==> src/rtl/veer_types.sv <==
// Shared types for the decode trigger pipeline.
// Each stage carries one match vector per issue slot.
package veer_types;

  localparam int NUM_TRIG = 4;

  typedef struct packed {
    logic [NUM_TRIG-1:0] i0;
    logic [NUM_TRIG-1:0] i1;
  } trig_stage_pkt_t;

endpackage

==> src/rtl/dec_trigger_chain.sv <==
// Applies trigger chaining to one slot's WB match vector (DEC_TRIGGER_CHAIN_EN).
// Latency: combinational.
// Backpressure: none.
module dec_trigger_chain
  import veer_types::*;
(
  input  logic [NUM_TRIG-1:0] match_i,
  input  logic [1:0]          chain_i,
  output logic [NUM_TRIG-1:0] match_o
);

`ifdef DEC_TRIGGER_CHAIN_EN
  // A chained pair fires only as a unit: both members matched, or neither reports.
  always_comb begin
    match_o = match_i;
    for (int k = 0; k < NUM_TRIG/2; k++) begin
      if (chain_i[k]) begin
        match_o[2*k]   = match_i[2*k] & match_i[2*k+1];
        match_o[2*k+1] = match_i[2*k] & match_i[2*k+1];
      end
    end
  end
`else
  logic chain_unused;
  assign chain_unused = ^chain_i;
  assign match_o      = match_i;
`endif

endmodule

==> src/rtl/dec_trigger_dffe.sv <==
// Asynchronous-reset flop cell with load enable.
// Latency: 1 cycle when enabled; holds its value while en is low.
// Backpressure: none of its own; the caller drives en from the stall.
module dec_trigger_dffe #(
  parameter int WIDTH = 1
) (
  input  logic             clk,
  input  logic             rst_l,
  input  logic             en,
  input  logic [WIDTH-1:0] din,
  output logic [WIDTH-1:0] dout
);

  always_ff @(posedge clk or negedge rst_l) begin
    if (!rst_l) begin
      dout <= '0;
    end else if (en) begin
      dout <= din;
    end
  end

endmodule

==> src/rtl/dec_trigger_pipe.sv <==
// Carries per-slot trigger matches D->E1..E4->WB, reports at WB, keeps sticky hit status.
// Latency: a match at D reports at WB 5 cycles later; chaining needs DEC_TRIGGER_CHAIN_EN.
// Backpressure: dec_freeze holds every stage and blanks WB reports; dec_flush overrides it.
module dec_trigger_pipe #(
  parameter int NUM_TRIG = veer_types::NUM_TRIG
) (
  input  logic                clk,
  input  logic                rst_l,
  input  logic [NUM_TRIG-1:0] dec_i0_trigger_match_d,
  input  logic [NUM_TRIG-1:0] dec_i1_trigger_match_d,
  input  logic                dec_i0_valid_d,
  input  logic                dec_i1_valid_d,
  input  logic                dec_freeze,
  input  logic                dec_flush,
  input  logic [1:0]          trigger_chain,
  input  logic [NUM_TRIG-1:0] trigger_hit_clr,
  output logic [NUM_TRIG-1:0] dec_tlu_i0_trigger_wb,
  output logic [NUM_TRIG-1:0] dec_tlu_i1_trigger_wb,
  output logic                dec_tlu_trigger_any_wb,
  output logic [NUM_TRIG-1:0] trigger_hit_sts
);

  import veer_types::trig_stage_pkt_t;

  localparam int NSTG = 5;  // E1, E2, E3, E4, WB

  trig_stage_pkt_t     stg_d [NSTG];
  trig_stage_pkt_t     stg_q [NSTG];
  logic                stg_en;
  logic                rpt_en;
  logic [NUM_TRIG-1:0] i0_chn;
  logic [NUM_TRIG-1:0] i1_chn;
  logic [NUM_TRIG-1:0] i0_rpt;
  logic [NUM_TRIG-1:0] i1_rpt;
  logic [NUM_TRIG-1:0] hit_sts_d;
  logic [NUM_TRIG-1:0] hit_sts_q;

  assign stg_en = dec_flush | ~dec_freeze;

  // Flush kills everything younger than WB, including what would move into WB.
  always_comb begin
    for (int s = 0; s < NSTG; s++) begin
      stg_d[s] = '0;
    end
    if (!dec_flush) begin
      stg_d[0].i0 = dec_i0_trigger_match_d & {NUM_TRIG{dec_i0_valid_d}};
      stg_d[0].i1 = dec_i1_trigger_match_d & {NUM_TRIG{dec_i1_valid_d}};
      for (int s = 1; s < NSTG; s++) begin
        stg_d[s] = stg_q[s-1];
      end
    end
  end

  for (genvar s = 0; s < NSTG; s++) begin : g_stg
    dec_trigger_dffe #(.WIDTH($bits(trig_stage_pkt_t))) u_stg_ff (
      .clk  (clk),
      .rst_l(rst_l),
      .en   (stg_en),
      .din  (stg_d[s]),
      .dout (stg_q[s])
    );
  end

  dec_trigger_chain u_chain_i0 (
    .match_i(stg_q[NSTG-1].i0),
    .chain_i(trigger_chain),
    .match_o(i0_chn)
  );

  dec_trigger_chain u_chain_i1 (
    .match_i(stg_q[NSTG-1].i1),
    .chain_i(trigger_chain),
    .match_o(i1_chn)
  );

  // A held WB entry reports once, on the cycle the stall releases.
  assign rpt_en = ~dec_freeze | dec_flush;
  assign i0_rpt = rpt_en ? i0_chn : '0;
  assign i1_rpt = (rpt_en && (i0_chn == '0)) ? i1_chn : '0;

  assign hit_sts_d = (hit_sts_q & ~trigger_hit_clr) | i0_rpt | i1_rpt;

  always_ff @(posedge clk or negedge rst_l) begin
    if (!rst_l) begin
      hit_sts_q <= '0;
    end else begin
      hit_sts_q <= hit_sts_d;
    end
  end

  assign dec_tlu_i0_trigger_wb  = i0_rpt;
  assign dec_tlu_i1_trigger_wb  = i1_rpt;
  assign dec_tlu_trigger_any_wb = |{i0_rpt, i1_rpt};
  assign trigger_hit_sts        = hit_sts_q;

endmodule

==> config.mk <==
export PLATFORM = sky130hd
export DESIGN_NAME = dec_trigger_pipe
export DESIGN_NICKNAME = d
export VERILOG_FILES = /design/src/rtl/veer_types.sv /design/src/rtl/dec_trigger_chain.sv /design/src/rtl/dec_trigger_dffe.sv /design/src/rtl/dec_trigger_pipe.sv
export SDC_FILE = /design/constraint.sdc
export NUM_CORES = 1
export LEC_CHECK = 0
export BUFFER_PORTS_ARGS = -buffer_cell sky130_fd_sc_hd__buf_2
export CAP_MARGIN = 10
export CELL_PAD_IN_SITES_DETAIL_PLACEMENT = 1
export CELL_PAD_IN_SITES_GLOBAL_PLACEMENT = 2
export CORE_MARGIN = 2
export CORE_UTILIZATION = 37
export CTS_BUF_LIST = sky130_fd_sc_hd__clkbuf_4 sky130_fd_sc_hd__clkbuf_8
export CTS_CLUSTER_DIAMETER = 120
export DETAILED_ROUTE_END_ITERATION = 10
export GPL_TIMING_DRIVEN = 0
export PLACE_DENSITY = 0.91
export SLEW_MARGIN = 15
export SYNTH_ARGS = -nofsm -noshare
export SYNTH_HDL_FRONTEND = slang
export SYNTH_SLANG_ARGS = --single-unit
==> constraint.sdc <==
create_clock -name clk -period 1.5 [get_ports clk]
set_clock_uncertainty 0.1 [all_clocks]
set_input_delay 0.15 -clock clk [delete_from_list [all_inputs] [get_ports clk]]
set_output_delay 0.15 -clock clk [all_outputs]
set_load 0.05 [all_outputs]
==> reports/metrics.cfg <==
[floorplanning]
coreArea_sq_um = 5070
ios = 33
die_area_sq_um = 5850
die_height_microns = 76.5
fp.dieW_microns = 76.5
rows = 26
start_util = 0.383

[yosys]
synth_area_sq_um = 1950
synth_top_area_cell = dfrtp_1
yosys-top-cells-area = dfrtp_1 57%, mux2i_1 16%, nor2_1 7.1%
yosysSeqAreaShare = 0.566
synth-seq-cells = 44
synth_nets = 192
synthArstFlopShare = 1.00
synth.top_cells.by_count = 44 x dfrtp_1, 37 x nor2_1, 32 x mux2i_1
avgSynthCellArea_sq_um = 11.3
yosys_warnings = 0
yosysTopAreaCellShare = 0.566
synth.most_common_cell = dfrtp_1
syn-instance-count = 172
ys.flop_type = dfrtp_1
synth-edff-count = 0
synth_cell_types = 20

[clock_tree]
cts_made_buffers = 5
root_buffer = clkbuf_8
cts_buffer_depth = 2
clock_latency_ps = 290
clock_sinks = 44
clk_pin_slew_ps = 80
cts_tree = yes
cts_htree_levels = 2

[grt]
grt_pass1_wl_mm = 6.80
grt_pass1_vias = 1385
antenna_found_initial = 0
grt_usage = 0.148
overflow = 0
grt_max_degree = 45

[sta]
setup_slack_ps = -193
min_period_over_period = 1.13
worst_pin_slew_ps = 599
setup_violations = 5
drv_slew = 0
rsz0062_at_grt = true
max_slew_margin = 0.601
finalCriticalPeriod_ps = 1690
fmax_ghz = 0.591
finalHoldViolCount = 0
holdWs_ps = 3.19
timing.setup.tns_ps = -871

[layout]
multi_input_area_sq_um = 771
diodes = 0
finalNetCount = 235
fin_util = 0.471
drive_gt1_frac = 0.264
num-fill-cells = 591
final-seq-area_sq_um = 1110
fin_cells = 286
syn_to_final_growth_pct = 23.0

[critical_path]
critical-path-top-delay-family = simple AND/OR/NAND/NOR gates
crit_chain = nor4_4 > and3_2 > buf_6
cp_max_fo = 5
worstPathArrival_ps = 1440
startpoint_type = register
cp.required_ps = 1250
crit_buf_inv = 1
max_stage_delay_ps = 420
critPathCaptureType = output port
path_class = register to output port
slowest_stage = dfrtp_2

[status]
outcome = finished, violations left
violations = setup timing

[power]
powerDensity_nw_per_um2 = 890
p_total_w = 0.00213
vdd_ir_drop_max_mv = 0.446
leakage_nw = 1.23

[routing]
antenna_left = 0
vias = 1351
finalWirelength_mm = 3.88
via_per_inst = 4.72
drc = 0
wl_per_cell_microns = 13.6
drtPass1Iterations = 4
drtIter0Drc = 27

[min_path]
hp-class = input pin to register

[placed_design]
port_buffers = 30
dp.cells = 272
hpwl_mm = 2.80
globalplace.congestion = 0.696

[flow_run]
maxCapViolCount = 0

-- tightest hold or removal path, cell delays in order --
cell     delay (ps)
buf_2            70
a22oi_1          50
nor2_1           80
-- stage by stage --
stage                     instance area (sq um)  setup slack (ps)
after floorplan                            1950              33.9
after global placement                     2190             -56.7
after detailed placement                   2190             -86.5
after CTS                                  2380              -210
after global routing                       2390              -266
final                                      2390              -193
-- cell usage in the layout (no fill, tap or decap) --
cell and instances:
nor2_1 37, clkinv_2 2, and3_2 4, nand2b_1 4, nand3b_1 5, nand2_1 7
buf_2 22, and2_1 4, a22oi_1 3, dfrtp_1 40, nor2b_1 5, dlygate4sd3_1 3
o21ai_0 4, nor4_1 1, buf_8 3, nor4_4 1, buf_6 8, a21boi_1 1
clkbuf_1 4, mux2i_1 32, clkbuf_4 1, a21oi_1 9, dfrtp_2 4, clkbuf_8 6
buf_4 5, nand2b_4 1
-- flip-flops by register name, indices dropped and copies added, names as in the netlist --
register and count:
g_stg.u_stg_ff.dout 40, trigger_hit_sts 4
-- cell type report --
class                   instances  share of cell area
plain buffers                  10              0.0366
clock buffers                   6              0.0345
clock inverters                 2             0.00418
multi-input cells             118               0.322
flip-flops and latches         44               0.462
well taps                      70              0.0366
repair buffers                 36               0.104
-- worst paths after layout --
path | from | to | slack (ps) | depth (start not counted)
setup / recovery | g_stg[4].u_stg_ff.dout[6] | dec_tlu_i1_trigger_wb[3] | -190 | 3
hold / removal | dec_i0_trigger_match_d[0] | g_stg[0].u_stg_ff.dout[4] | 3 | 3
setup reg to reg | g_stg[4].u_stg_ff.dout[4] | trigger_hit_sts[3] | 400 | 4
hold reg to reg | g_stg[0].u_stg_ff.dout[2] | g_stg[0].u_stg_ff.dout[2] | 420 | 2
max in group asynchronous | rst_l | g_stg[4].u_stg_ff.dout[7] | 530 | 2
min in group asynchronous | rst_l | trigger_hit_sts[1] | 320 | 2
-- power by group --
part           internal [W]  switching [W]  total [W]
clock              0.000367       0.000377   0.000744
combinational     0.0000756       0.000102   0.000178
sequential          0.00120     0.00000811    0.00121
-- metal layers --
metal / global-route usage / vias to the layer above / wire [microns]
li1: - / 662 / -
met1: 0.185 / 649 / 1770
met2: 0.248 / 35 / 1890
met3: 0.0415 / 5 / 168
met4: 0.0491 / 0 / 46
met5: 0 / - / 0
-- logic make-up after synthesis --
kind of cell           count (synthesis)  synth area share
AND/OR/NAND/NOR                       69             0.176
flip-flops                            44             0.566
multiplexers                          32             0.165
AO/OA/AOI/OAI                         17            0.0489
buffers and inverters                 10            0.0450
-- repair_timing --
| action | CTS | global route |
|---|---|---|
| endpoints found under the setup margin | 5 | 12 |
| hold buffers | 3 | 0 |
| gates resized for setup | 14 | 8 |
| endpoints found under the hold margin | 46 | 0 |
| pin swaps | 2 | 0 |
| setup buffers | 3 | 0 |
Note: power is estimated with default switching activity, not from simulation.
